==> config.mk <==
export PLATFORM = sky130hd
export DESIGN_NAME = dmem_arbiter_flat
export DESIGN_NICKNAME = d
export VERILOG_FILES = /design/src/rtl/dmem_arbiter_if.sv /design/src/rtl/dmem_arbiter.sv /design/src/flat_wrapper.sv
export SDC_FILE = /design/constraint.sdc
export NUM_CORES = 1
export LEC_CHECK = 0
export BUFFER_PORTS_ARGS = -buffer_cell sky130_fd_sc_hd__buf_2
export CAP_MARGIN = 20
export CELL_PAD_IN_SITES_DETAIL_PLACEMENT = 0
export CELL_PAD_IN_SITES_GLOBAL_PLACEMENT = 1
export CORE_MARGIN = 2
export CORE_UTILIZATION = 20
export CTS_BUF_LIST = sky130_fd_sc_hd__clkbuf_8
export DETAILED_ROUTE_END_ITERATION = 10
export PLACE_DENSITY = 0.88
export SLEW_MARGIN = 20
export SYNTH_ARGS = -nofsm -noshare
export SYNTH_HDL_FRONTEND = slang
export SYNTH_SLANG_ARGS = --single-unit
==> constraint.sdc <==
create_clock -name clk -period 1.64 [get_ports clk]
set_input_delay 0.328 -clock clk [delete_from_list [all_inputs] [get_ports clk]]
set_output_delay 0.328 -clock clk [all_outputs]
set_load 0.01 [all_outputs]
==> src/rtl/dmem_arbiter_if.sv <==
// Bus bundle between the two data-memory requesters, the arbiter and dataMem.
// The arbiter takes the slave view; requesters and the memory model take the master view.
interface dmem_arbiter_if;
  logic        m0_req;
  logic        m0_we;
  logic [31:0] m0_addr;
  logic [7:0]  m0_wdata;
  logic        m0_ack;
  logic        m0_err;
  logic [7:0]  m0_rdata;

  logic        m1_req;
  logic        m1_we;
  logic [31:0] m1_addr;
  logic [7:0]  m1_wdata;
  logic        m1_ack;
  logic        m1_err;
  logic [7:0]  m1_rdata;

  logic        mem_we;
  logic [31:0] mem_a;
  logic [7:0]  mem_wdata;
  logic [7:0]  mem_rd;

  modport slave (
    input  m0_req, m0_we, m0_addr, m0_wdata,
    input  m1_req, m1_we, m1_addr, m1_wdata,
    input  mem_rd,
    output m0_ack, m0_err, m0_rdata,
    output m1_ack, m1_err, m1_rdata,
    output mem_we, mem_a, mem_wdata
  );

  modport master (
    output m0_req, m0_we, m0_addr, m0_wdata,
    output m1_req, m1_we, m1_addr, m1_wdata,
    output mem_rd,
    input  m0_ack, m0_err, m0_rdata,
    input  m1_ack, m1_err, m1_rdata,
    input  mem_we, mem_a, mem_wdata
  );
endinterface

==> src/rtl/dmem_arbiter.sv <==
// Two-port round-robin arbiter in front of the byte-wide dataMem.
// Combinational grant, bounded bursts per owner, registered ack/err/rdata one cycle later.
module dmem_arbiter #(
  parameter int MAX_BURST = 4,
  parameter int ADDR_BITS = 12
) (
  input logic           clk,
  input logic           rst,
  dmem_arbiter_if.slave bus
);

  localparam int            CW      = $clog2(MAX_BURST + 1);
  localparam logic [CW-1:0] MAX_CNT = CW'(MAX_BURST);

  logic          last_q, last_d;
  logic [CW-1:0] cnt_q, cnt_d;
  logic          m0_ack_q, m0_ack_d;
  logic          m1_ack_q, m1_ack_d;
  logic          m0_err_q, m0_err_d;
  logic          m1_err_q, m1_err_d;
  logic [7:0]    m0_rdata_q, m0_rdata_d;
  logic [7:0]    m1_rdata_q, m1_rdata_d;

  logic          gnt_valid;
  logic          gnt_port;
  logic          gnt_we;
  logic [31:0]   gnt_addr;
  logic [7:0]    gnt_wdata;
  logic          in_range;
  logic [7:0]    rd_val;

  always_comb begin
    gnt_valid = bus.m0_req | bus.m1_req;
    gnt_port  = 1'b0;
    if (bus.m0_req && bus.m1_req) begin
      gnt_port = (cnt_q < MAX_CNT) ? last_q : ~last_q;
    end else if (bus.m1_req) begin
      gnt_port = 1'b1;
    end
    // With no request the mux rests on port 0, so idle mem_a/mem_wdata follow port 0.
    gnt_addr  = gnt_port ? bus.m1_addr  : bus.m0_addr;
    gnt_wdata = gnt_port ? bus.m1_wdata : bus.m0_wdata;
    gnt_we    = gnt_port ? bus.m1_we    : bus.m0_we;
    in_range  = ((gnt_addr >> ADDR_BITS) == 32'd0);
    rd_val    = (!gnt_we && in_range) ? bus.mem_rd : 8'h00;
  end

  assign bus.mem_a     = gnt_addr;
  assign bus.mem_wdata = gnt_wdata;
  assign bus.mem_we    = gnt_valid & gnt_we & in_range & ~rst;

  always_comb begin
    last_d     = last_q;
    cnt_d      = cnt_q;
    m0_ack_d   = 1'b0;
    m1_ack_d   = 1'b0;
    m0_err_d   = 1'b0;
    m1_err_d   = 1'b0;
    m0_rdata_d = m0_rdata_q;
    m1_rdata_d = m1_rdata_q;
    if (!gnt_valid) begin
      cnt_d = '0;
    end else begin
      if (gnt_port == last_q) begin
        cnt_d = (cnt_q == MAX_CNT) ? cnt_q : cnt_q + CW'(1);
      end else begin
        last_d = gnt_port;
        cnt_d  = CW'(1);
      end
      if (gnt_port) begin
        m1_ack_d   = 1'b1;
        m1_err_d   = ~in_range;
        m1_rdata_d = rd_val;
      end else begin
        m0_ack_d   = 1'b1;
        m0_err_d   = ~in_range;
        m0_rdata_d = rd_val;
      end
    end
  end

  // Owner resets to port 0 with an empty burst so port 0 takes the first tie.
  always_ff @(posedge clk) begin
    if (rst) begin
      last_q     <= 1'b0;
      cnt_q      <= '0;
      m0_ack_q   <= 1'b0;
      m1_ack_q   <= 1'b0;
      m0_err_q   <= 1'b0;
      m1_err_q   <= 1'b0;
      m0_rdata_q <= 8'h00;
      m1_rdata_q <= 8'h00;
    end else begin
      last_q     <= last_d;
      cnt_q      <= cnt_d;
      m0_ack_q   <= m0_ack_d;
      m1_ack_q   <= m1_ack_d;
      m0_err_q   <= m0_err_d;
      m1_err_q   <= m1_err_d;
      m0_rdata_q <= m0_rdata_d;
      m1_rdata_q <= m1_rdata_d;
    end
  end

  assign bus.m0_ack   = m0_ack_q;
  assign bus.m1_ack   = m1_ack_q;
  assign bus.m0_err   = m0_err_q;
  assign bus.m1_err   = m1_err_q;
  assign bus.m0_rdata = m0_rdata_q;
  assign bus.m1_rdata = m1_rdata_q;

endmodule

==> src/flat_wrapper.sv <==
// flat-port wrapper written by rule: the top's interface ports become plain ports
module dmem_arbiter_flat 
#(
  parameter int MAX_BURST = 4,
  parameter int ADDR_BITS = 12
)
  (clk, rst, bus_m0_req, bus_m0_we, bus_m0_addr, bus_m0_wdata, bus_m1_req, bus_m1_we, bus_m1_addr, bus_m1_wdata, bus_mem_rd, bus_m0_ack, bus_m0_err, bus_m0_rdata, bus_m1_ack, bus_m1_err, bus_m1_rdata, bus_mem_we, bus_mem_a, bus_mem_wdata);
  dmem_arbiter_if bus_i ();
  input logic clk;
  input logic rst;
  input wire logic [$bits(bus_i.m0_req)-1:0] bus_m0_req;
  input wire logic [$bits(bus_i.m0_we)-1:0] bus_m0_we;
  input wire logic [$bits(bus_i.m0_addr)-1:0] bus_m0_addr;
  input wire logic [$bits(bus_i.m0_wdata)-1:0] bus_m0_wdata;
  input wire logic [$bits(bus_i.m1_req)-1:0] bus_m1_req;
  input wire logic [$bits(bus_i.m1_we)-1:0] bus_m1_we;
  input wire logic [$bits(bus_i.m1_addr)-1:0] bus_m1_addr;
  input wire logic [$bits(bus_i.m1_wdata)-1:0] bus_m1_wdata;
  input wire logic [$bits(bus_i.mem_rd)-1:0] bus_mem_rd;
  output wire logic [$bits(bus_i.m0_ack)-1:0] bus_m0_ack;
  output wire logic [$bits(bus_i.m0_err)-1:0] bus_m0_err;
  output wire logic [$bits(bus_i.m0_rdata)-1:0] bus_m0_rdata;
  output wire logic [$bits(bus_i.m1_ack)-1:0] bus_m1_ack;
  output wire logic [$bits(bus_i.m1_err)-1:0] bus_m1_err;
  output wire logic [$bits(bus_i.m1_rdata)-1:0] bus_m1_rdata;
  output wire logic [$bits(bus_i.mem_we)-1:0] bus_mem_we;
  output wire logic [$bits(bus_i.mem_a)-1:0] bus_mem_a;
  output wire logic [$bits(bus_i.mem_wdata)-1:0] bus_mem_wdata;
  assign bus_i.m0_req = bus_m0_req;
  assign bus_i.m0_we = bus_m0_we;
  assign bus_i.m0_addr = bus_m0_addr;
  assign bus_i.m0_wdata = bus_m0_wdata;
  assign bus_i.m1_req = bus_m1_req;
  assign bus_i.m1_we = bus_m1_we;
  assign bus_i.m1_addr = bus_m1_addr;
  assign bus_i.m1_wdata = bus_m1_wdata;
  assign bus_i.mem_rd = bus_mem_rd;
  assign bus_m0_ack = bus_i.m0_ack;
  assign bus_m0_err = bus_i.m0_err;
  assign bus_m0_rdata = bus_i.m0_rdata;
  assign bus_m1_ack = bus_i.m1_ack;
  assign bus_m1_err = bus_i.m1_err;
  assign bus_m1_rdata = bus_i.m1_rdata;
  assign bus_mem_we = bus_i.mem_we;
  assign bus_mem_a = bus_i.mem_a;
  assign bus_mem_wdata = bus_i.mem_wdata;
  dmem_arbiter #(.MAX_BURST(MAX_BURST), .ADDR_BITS(ADDR_BITS)) u_core (.clk(clk), .rst(rst), .bus(bus_i));
endmodule
==> qor.csv, run 1 <==
stage,metric,value,unit
clock_tree,Num CTS Buffers,3,
timing,period utilization,130,%
cells_and_area,"commonest non-fill, non-tap cells in the layout","buf_2 (131), nand2_1 (58), nand2_2 (45), buf_6 (31), nand2_4 (27)",
outcome,outcome,finished with violations,
synthesis,Post-Synthesis Cells,234,
setup_path,most frequent cell on the critical path,buf_2,
floorplan,die width,90.7,µm
clock_tree,CTS tree,yes,
timing,RSZ-0062 raised after global routing,yes,
setup_path,worst path cell trace,"buf_2, nor4_2, nand4_1, or4b_4, a21oi_2, buf_2",
floorplan,IO Pins,155,
setup_path,CP Capture Type,primary output,
outcome,violated checks,negative setup slack,
floorplan,core area,7250,µm²
min_path,Min-Delay Path Class,in -> reg,
drt,Via density,4.51,
timing,"Setup violations, final",44,
setup_path,CP Depth,6,
timing,Max Freq,471,MHz
cells_and_area,Area Growth Syn to Fin,146,%
setup_path,highest net fanout along the worst path,2,
synthesis,post-synth cell types,30,
cells_and_area,fraction of layout cells with a size suffix above 1,70.2,%
timing,PnR worst setup slack,-0.485,ns
place,IO Port Bufs,154,
setup_path,critical path startpoint category,input port,
pwr,Max VDD drop,0.238,mV
drt,1st-pass router iterations,4,
setup_path,"delay-heaviest family, CP",simple AND/OR/NAND/NOR gates,
clock_tree,root buf cell,clkbuf_8,
pwr,Power Density,538,nW/µm²
global_route,grt ovf,0,
setup_path,R2R Path End,u_core.cnt_q[0]$_SDFFE_PP0P_,
place,Post-Place Cells,495,
setup_path,worst path required time,1.31,ns
floorplan,die area,8220,µm²
synthesis,Async SR Flop Fraction,0,%
cells_and_area,fillers,674,
place,GPL Wtd Cong,0.800,
synthesis,number of synthesized flops with an enable pin,0,
timing,Final Hold Vio Count,0,
floorplan,FP Rows,31,
timing,skew final,0.00695,ns
setup_path,CP peak stage delay,0.53,ns
cells_and_area,Multi-input gate area,1410,µm²
clock_tree,clk buf depth,2,
global_route,gr usage total,16.9,%
setup_path,worst path bufs/invs,2,
drt,post-route antenna net violation count,0,
cells_and_area,Ant. Diodes,0,
synthesis,predominant post-synthesis flop cell,dfxtp_1,
clock_tree,clk sink count,24,
clock_tree,worst skew pair latency,0.26,ns
global_route,largest net degree at the start of global routing,15,
cells_and_area,sequential cell area,483,µm²
setup_path,first element of the critical path,bus_m0_addr[23],
timing,max-slew violations,0,
synthesis,register area share after synthesis,32.0,%
run,Max Cap Viol,0,
setup_path,worst reg2reg path depth,9,
setup_path,CP Data Arrival Time,1.80,ns
timing,Worst-Margin Slew,0.376,ns
place,DP HPWL,4.69,mm
global_route,initial antenna violation count,0,
setup_path,Worst R2R Setup Slack,-0.10,ns
drt,via count,2381,
clock_tree,CTS H-tree depth,1,
drt,drt drc,0,
setup_path,critical path type,in -> out,
floorplan,Starting Density,20.7,%
timing,clock period minus worst slack,2.13,ns
drt,Post-Route WL,7.62,mm
cells_and_area,Non-Filler Instances,528,
drt,Iteration-0 DRC Markers,87,
synthesis,Ys Warns,0,
pwr,P_leak,1.89,nW
setup_path,Reg-to-Reg Start,u_core.last_q$_SDFFE_PP0P_,
floorplan,Die H,90.7,µm
synthesis,Mapped Nets,330,
global_route,first-pass GRT wire length,11.4,mm
cells_and_area,"most common cell after layout, fill and taps aside",buf_2,
cells_and_area,final net count,526,
timing,worst hold slack,0.294,ns
clock_tree,clock transition at the registers of the reported paths,0.08,ns
synthesis,mapped cell area,1500,µm²
synthesis,"FF+latch count, synth",24,
setup_path,worst setup path end,bus_mem_we,
drt,WL/cell,14.4,µm
global_route,vias in the first global route,2397,
timing,Slew headroom,74.7,%
synthesis,syn avg cell area,6.42,µm²
setup_path,"slowest stage cell, crit path",or4b_4,
-- stage by stage --
step / area [µm²] / setup slack, ns / util (%) / total power (W) / TNS (ns)
after floorplan: 1510 / -0.223 / - / 0.000857 / -0.223
after global placement: 2560 / -0.665 / 35.3 / 0.00116 / -4.24
after detailed placement: 2560 / -0.625 / 35.3 / 0.00117 / -3.99
after CTS: 3360 / -0.461 / 46.4 / 0.00186 / -15.40
after global routing: 3700 / -0.513 / 51.0 / 0.00208 / -18.19
final: 3700 / -0.485 / 51.0 / 0.00199 / -15.41
-- cells in the mapped netlist (2+ instances only) --
cell type / number / area (µm²)
dfxtp_1: 24 / 480
clkbuf_1: 9 / 33.8
buf_2: 3 / 15.0
nand2_1: 130 / 488
nor3_1: 2 / 10.0
nor4_1: 8 / 50.1
nor2_1: 4 / 15.0
ha_1: 2 / 25.0
a21oi_1: 11 / 55.1
a22o_1: 8 / 70.1
xnor2_1: 2 / 17.5
inv_1: 4 / 15.0
nand4_1: 10 / 62.6
-- area by class of cell --
cell class              instances  share of cell area, %
repair buffers                203                   43.5
multi-input cells             194                   38.2
flip-flops and latches         24                   13.1
well taps                      99                   3.35
clock buffers                   4                   1.49
inverters                       4                  0.406
-- layer usage --
| layer | wire (µm) | share of wire (%) | global-route usage (%) |
|---|---|---|---|
| met5 | 0 | 0 | 0 |
| met2 | 4000 | 52 | 33.3 |
| met1 | 3140 | 41 | 19.7 |
| met4 | 109 | 1.4 | 3.33 |
| met3 | 376 | 4.9 | 1.50 |
-- state kept, by name, summed over array words and instances (netlist names) --
name / cells
u_core.bus.m1_err: 1
u_core.bus.m0_err: 1
u_core.bus.m0_rdata: 8
u_core.cnt_q: 3
u_core.bus.m1_ack: 1
u_core.bus.m1_rdata: 8
u_core.bus.m0_ack: 1
u_core.last_q: 1
-- cells by family after synthesis --
kind of cell               share of synthesized area, %
and+or+nand+nor                                    45.5
AOI/OAI and AO/OA                                  13.1
DFF                                                32.0
buffers and inverters                              4.25
xor gates and xnor gates                           2.83
adders and majority gates                          1.67
muxes                                             0.666
-- power breakdown --
part | switching, W | internal [W]
Clock | 0.000185 | 0.000214
Combinational | 0.000461 | 0.000530
Sequential | 0.00000605 | 0.000595
-- what timing repair did --
action	4_1_cts	5_1_grt
gates cloned	10	1
endpoints found under the setup margin	49	53
resized for setup	75	98
pin swaps	50	48
setup buffers	19	8
hold buffers	0	0
-- how the worst min path moves through the flow --
stage,from,endpoint,slack (ns),cells past startpoint
floorplan,rst,u_core.bus.m1_err$_SDFF_PP0_,0.41,1
global placement,u_core.bus.m1_rdata[1]$_SDFFE_PP0P_,u_core.bus.m1_rdata[1]$_SDFFE_PP0P_,0.44,2
detailed placement,u_core.bus.m1_rdata[4]$_SDFFE_PP0P_,u_core.bus.m1_rdata[4]$_SDFFE_PP0P_,0.45,2
CTS,bus_mem_rd[2],u_core.bus.m0_rdata[2]$_SDFFE_PP0P_,0.29,2
global route,bus_mem_rd[1],u_core.bus.m0_rdata[1]$_SDFFE_PP0P_,0.29,2
finish,bus_mem_rd[1],u_core.bus.m0_rdata[1]$_SDFFE_PP0P_,0.29,2
(Power assumes the default switching activity.)
==> run 2: changes to the inputs <==
- CORE_UTILIZATION: 20 -> 22
- GPL_TIMING_DRIVEN: unset -> 0
- PLACE_DENSITY: 0.88 -> 0.91
- clock period: 1.64 -> 2.15 ns (I/O delays scaled with it)
==> run 2 against run 1 <==
The flow still finishes with violations (negative setup slack). First-iteration DRC count shrank 45%. Global-route usage decreased by 2.3 points. Setup slack gained 0.37 ns. Register-to-register slack better by 0.77 ns. Clock power shrank 23%. Sequential power down 23%. Via count is 11% lower. Sequential cell count stayed put.
==> qor.csv, run 2 (same netlist as run 1, synthesis figures left out) <==
stage,metric,value,unit,change
outcome,outcome,finished with violations,,
outcome,violated checks,negative setup slack,,
setup_path,CP Capture Type,primary output,,
drt,Post-Route WL,5.82,mm,-24%
cells_and_area,Area Growth Syn to Fin,72.9,%,
clock_tree,clk sink count,24,,unchanged
timing,Worst-Margin Slew,0.549,ns,+0.172 ns
place,GPL Wtd Cong,0.790,,-1.3%
cells_and_area,"most common cell after layout, fill and taps aside",buf_2,,
timing,Final Hold Vio Count,0,,unchanged
floorplan,FP Rows,30,,-3.2%
timing,clock period minus worst slack,2.27,ns,
place,IO Port Bufs,154,,unchanged
cells_and_area,fillers,705,,+4.6%
timing,skew final,0.00537,ns,-0.00158 ns
floorplan,core area,6720,µm²,-7.4%
cells_and_area,final net count,494,,-6.1%
timing,Slew headroom,63.2,%,-12 points
drt,Iteration-0 DRC Markers,48,,-45%
floorplan,die area,7510,µm²,-8.7%
floorplan,IO Pins,155,,unchanged
min_path,Min-Delay Path Class,in -> reg,,
setup_path,CP Data Arrival Time,1.84,ns,+0.04 ns
cells_and_area,"Design Area, Final",2600,µm²,-30%
setup_path,critical path type,in -> out,,
drt,drt drc,0,,unchanged
cells_and_area,Ant. Diodes,0,,unchanged
timing,period utilization,105,%,
cells_and_area,"commonest non-fill, non-tap cells in the layout","buf_2 (154), nand2_1 (130), dfxtp_1 (22), a21oi_1 (11), nand4_1 (10)",,
timing,PnR worst setup slack,-0.116,ns,+0.369 ns
floorplan,Die H,86.6,µm,-4.4%
global_route,gr usage total,14.7,%,-2.3 points
global_route,grt ovf,0,,unchanged
floorplan,die width,86.6,µm,-4.4%
clock_tree,clk buf depth,2,,unchanged
clock_tree,root buf cell,clkbuf_8,,
drt,via count,2118,,-11%
timing,"Setup violations, final",1,,-98%
global_route,first-pass GRT wire length,8.91,mm,-22%
timing,max-slew violations,0,,unchanged
clock_tree,Num CTS Buffers,3,,unchanged
place,Post-Place Cells,468,,-5.5%
drt,WL/cell,12.2,µm,-15%
setup_path,worst path required time,1.72,ns,+0.41 ns
global_route,largest net degree at the start of global routing,14,,-1
place,dpl ws,-0.348,ns,+0.277 ns
floorplan,Starting Density,22.4,%,+1.6 points
pwr,Max VDD drop,0.171,mV,-28%
pwr,Power Density,458,nW/µm²,-15%
setup_path,critical path startpoint category,input port,,
global_route,initial antenna violation count,0,,unchanged
setup_path,highest net fanout along the worst path,3,,+1
clock_tree,CTS H-tree depth,1,,unchanged
pwr,P_leak,1.45,nW,-23%
drt,1st-pass router iterations,4,,unchanged
place,DP HPWL,4.80,mm,+2.5%
drt,Via density,4.44,,-1.5%
timing,Max Freq,441,MHz,
global_route,vias in the first global route,1913,,-20%
drt,post-route antenna net violation count,0,,unchanged
cells_and_area,fraction of layout cells with a size suffix above 1,47.9,%,-22 points
place,DP Area,2370,µm²,-7.2%
clock_tree,CTS tree,yes,,
cells_and_area,Non-Filler Instances,477,,-9.7%
clock_tree,worst skew pair latency,0.27,ns,about the same
timing,RSZ-0062 raised after global routing,yes,,
clock_tree,clock transition at the registers of the reported paths,0.09,ns,about the same
run,Max Cap Viol,0,,unchanged
==> run 2: cell types whose count changed in the layout (fill, tap and decap cells not counted), sizes merged <==
cell	previous run	this run
buf	202	164
clkbuf	5	11
==> run 2: area by class of cell <==
class	instances	area (µm²)	share of cell area, %
buffer	11	68.8	2.65
clock buffer	4	55.1	2.12
inverter	4	15.0	0.578
multi-input combinational	194	1030	39.8
sequential	24	483	18.6
tap	80	100	3.85
timing repair buffer	160	841	32.4
==> run 2: power by group <==
group          switching, W  total, W  internal, W
logic              0.000230  0.000423     0.000193
clock network      0.000144  0.000307     0.000164
registers        0.00000590  0.000460     0.000454
total              0.000380   0.00119     0.000811
==> run 2: metal layers <==
layer,part of all wire [%],GRT usage [%],vias up
met1,41,17.8,918
met2,52,27.4,97
met3,6.8,1.71,2
met4,0.29,3.41,0
met5,0,0,-
li1,-,-,1101
==> run 2: worst paths after layout <==
kind	start	endpoint	slack, ns	cells after the start
setup / recovery	bus_m0_addr[27]	bus_mem_we	-0.12	5
hold / removal	rst	u_core.bus.m1_err$_SDFF_PP0_	0.38	2
setup reg to reg	u_core.cnt_q[2]$_SDFFE_PP0N_	u_core.bus.m1_rdata[3]$_SDFFE_PP0P_	0.67	5
hold reg to reg	u_core.bus.m1_rdata[4]$_SDFFE_PP0P_	u_core.bus.m1_rdata[4]$_SDFFE_PP0P_	0.46	2
==> run 2: worst max-delay path: stages <==
cell and delay (ns):
buf_6 0.09, or4_4 0.54, or4b_1 0.51, a21oi_1 0.13, buf_2 0.14
==> run 2: stage by stage <==
| step | TNS, ns | total power, W | hold WS [ns] | utilization, % |
|---|---|---|---|---|
| 2_1_floorplan | 0 | 0.000652 | 0.476 | - |
| 3_3_place_gp | -5.52 | 0.000854 | 0.442 | 35.3 |
| 3_5_place_dp | -6.64 | 0.000859 | 0.447 | 35.3 |
| 4_1_cts | -0.121 | 0.00118 | 0.376 | 37.4 |
| 5_1_grt | -0.181 | 0.00126 | 0.386 | 38.7 |
| 6_report | -0.116 | 0.00119 | 0.382 | 38.7 |
==> run 2: timing repair <==
item | in CTS | in global routing
pin swaps | 4 | 2
gates resized for setup | 17 | 25
setup buffers | 4 | 2
hold buffers | 0 | 0
setup endpoints to repair | 41 | 41
gates cloned | 0 | 0
hold endpoints to repair | 0 | 0
==> run 3: changes to the inputs <==
- CORE_UTILIZATION: 22 -> 24
- PLACE_DENSITY: 0.91 -> 0.95
- clock period: 2.15 -> 2.66 ns (I/O delays scaled with it)
==> run 3 against run 2 <==
The run now ends clean. Sequential share of layout area is 0.98 points higher. Count of clock-buffer cells in the layout down 1. Via count rose by 0.42%. First-iteration DRC count grew 10%. Utilization rose by 2.3 points. Sequential power down 19%. Highest routed layer unchanged.
==> qor.csv, run 3 (same netlist as run 1, synthesis figures left out) <==
stage,metric,value,unit,change
outcome,outcome,completed,,
run,Max Cap Viol,0,,unchanged
pwr,total power,0.00101,W,-15%
cells_and_area,Non-Filler Instances,466,,-2.3%
drt,WL/cell,12.0,µm,-1.7%
global_route,gr usage total,15.1,%,+0.39 points
clock_tree,Setup Buffers After CTS,0,,-4
timing,"Setup violations, final",0,,-1
setup_path,worst path bufs/invs,2,,unchanged
pwr,Reg power frac,36.9,%,-1.7 points
setup_path,most frequent cell on the critical path,buf_2,,
drt,Via density,4.56,,+2.8%
place,dpl ws,-0.0635,ns,+0.285 ns
cells_and_area,fraction of layout cells with a size suffix above 1,44.2,%,-3.6 points
timing,clock period minus worst slack,2.62,ns,
drt,Iteration-0 DRC Markers,53,,+10%
pwr,internal power,0.000706,W,-13%
clock_tree,worst skew pair latency,0.27,ns,about the same
clock_tree,CTS Hold Buffers Added,0,,unchanged
setup_path,CP peak stage delay,0.56,ns,+0.02 ns
setup_path,CP Data Arrival Time,2.09,ns,+0.25 ns
drt,post-route antenna net violation count,0,,unchanged
timing,RSZ-0062 raised after global routing,no,,
cells_and_area,"commonest non-fill, non-tap cells in the layout","buf_2 (157), nand2_1 (130), dfxtp_1 (24), a21oi_1 (11), nand4_1 (10)",,
floorplan,die area,6910,µm²,-8.0%
place,DP HPWL,4.72,mm,-1.8%
cells_and_area,final net count,488,,-1.2%
pwr,total net switching power,0.000300,W,-21%
pwr,Clk pwr share,31.8,%,+6.0 points
cells_and_area,"most common cell after layout, fill and taps aside",buf_2,,
clock_tree,clk sink count,24,,unchanged
drt,drt drc,0,,unchanged
place,IO Port Bufs,154,,unchanged
pwr,P_leak,1.40,nW,-3.7%
pwr,Sw Ratio,29.8,%,-2.1 points
pwr,Power Density,410,nW/µm²,-11%
floorplan,core area,5990,µm²,-11%
setup_path,worst path cell trace,"buf_2, nor4_2, nand4_1, or4b_1, a21oi_1, buf_2",,
timing,max-slew violations,0,,unchanged
timing,Slew headroom,39.9,%,-23 points
place,GPL Wtd Cong,0.793,,+0.41%
clock_tree,root buf cell,clkbuf_8,,
clock_tree,CTS tree,yes,,
setup_path,CP Capture Type,primary output,,
floorplan,Die H,83.1,µm,-4.1%
clock_tree,clk buf depth,2,,unchanged
setup_path,"delay-heaviest family, CP",simple AND/OR/NAND/NOR gates,,
clock_tree,clock transition at the registers of the reported paths,0.09,ns,about the same
cells_and_area,fillers,637,,-9.6%
global_route,vias in the first global route,1952,,+2.0%
pwr,Max VDD drop,0.357,mV,+110%
floorplan,die width,83.1,µm,-4.1%
timing,Worst-Margin Slew,0.893,ns,+0.345 ns
floorplan,Starting Density,25.1,%,+2.7 points
timing,period utilization,98.6,%,
timing,Max Freq,381,MHz,
global_route,initial antenna violation count,0,,unchanged
setup_path,worst path required time,2.13,ns,+0.41 ns
drt,1st-pass router iterations,4,,unchanged
timing,skew final,0.00137,ns,-0.00400 ns
drt,Post-Route WL,5.59,mm,-4.0%
timing,PnR worst setup slack,0.0360,ns,+0.152 ns
min_path,Min-Delay Path Class,reg -> reg,,
drt,via count,2127,,+0.42%
setup_path,critical path type,in -> out,,
cells_and_area,Ant. Diodes,0,,unchanged
setup_path,highest net fanout along the worst path,3,,unchanged
floorplan,FP Rows,28,,-6.7%
floorplan,IO Pins,155,,unchanged
global_route,grt ovf,0,,unchanged
clock_tree,CTS H-tree depth,1,,unchanged
global_route,largest net degree at the start of global routing,15,,+1
cells_and_area,Area Growth Syn to Fin,63.4,%,
setup_path,"slowest stage cell, crit path",or4b_1,,
timing,Final Hold Vio Count,0,,unchanged
place,Post-Place Cells,463,,-1.1%
setup_path,critical path startpoint category,input port,,
clock_tree,Num CTS Buffers,3,,unchanged
pwr,combinational group share of total power,31.3,%,-4.3 points
global_route,first-pass GRT wire length,8.83,mm,-0.92%
==> run 3: final timing paths <==
check                                             end  slack (ns)                           startpoint  cells past startpoint
hold reg to reg   u_core.bus.m1_rdata[4]$_SDFFE_PP0P_        0.46  u_core.bus.m1_rdata[4]$_SDFFE_PP0P_                      2
setup reg to reg  u_core.bus.m0_rdata[6]$_SDFFE_PP0P_        1.14         u_core.cnt_q[2]$_SDFFE_PP0N_                      4
setup / recovery                           bus_mem_we        0.04                      bus_m0_addr[14]                      6
hold / removal    u_core.bus.m1_rdata[4]$_SDFFE_PP0P_        0.46  u_core.bus.m1_rdata[4]$_SDFFE_PP0P_                      2
==> run 3: worst register-to-register path: cells and delay by family, from the launching register on <==
| kind | cells | cell delay (ns) |
|---|---|---|
| AOI/OAI and AO/OA | 2 | 0.36 |
| xor gates and xnor gates | 1 | 0.25 |
| DFF | 1 | 0.45 |
| and+or+nand+nor | 1 | 0.41 |
==> run 3: cell type report <==
cell class	instances	area [µm²]	share of cell area, %
repair buffers	154	771	31.4
multi-input cells	194	975	39.7
clock inverters	1	30.0	1.22
clock buffers	3	41.3	1.68
plain buffers	11	48.8	1.99
flip-flops and latches	24	480	19.6
inverters	4	15.0	0.612
well taps	75	93.8	3.82
==> run 3: routing by layer <==
| metal | track usage [%] | routed length [µm] | vias to the layer above |
|---|---|---|---|
| li1 | - | - | 1096 |
| met5 | 0 | 0 | - |
| met2 | 28.4 | 2770 | 88 |
| met3 | 1.59 | 326 | 4 |
| met4 | 3.73 | 46 | 0 |
| met1 | 18.1 | 2440 | 939 |
==> run 3: repair_timing <==
action	4_1_cts	5_1_grt
pin swaps	0	1
setup endpoints to repair	11	14
resized for setup	2	7
hold endpoints to repair	0	0
==> run 3: power by group through the flow <==
stage	Clock (W)	Sequential [W]	Combinational [W]
after CTS	0.000327	0.000371	0.000316
after floorplan	0	0.000381	0.000145
after global routing	0.000338	0.000372	0.000352
final	0.000320	0.000371	0.000315
after detailed placement	0	0.000380	0.000313
after global placement	0	0.000379	0.000310
==> run 3: stage by stage <==
stage                     hold WS [ns]  area (µm²)  utilization (%)  TNS [ns]
after global routing             0.489        2450             41.0         0
after global placement           0.443        2370             39.5   -0.0284
final                            0.459        2450             41.0         0
after CTS                        0.462        2440             40.8         0
after detailed placement         0.446        2370             39.5   -0.0635
after floorplan                  0.476        1500                -         0
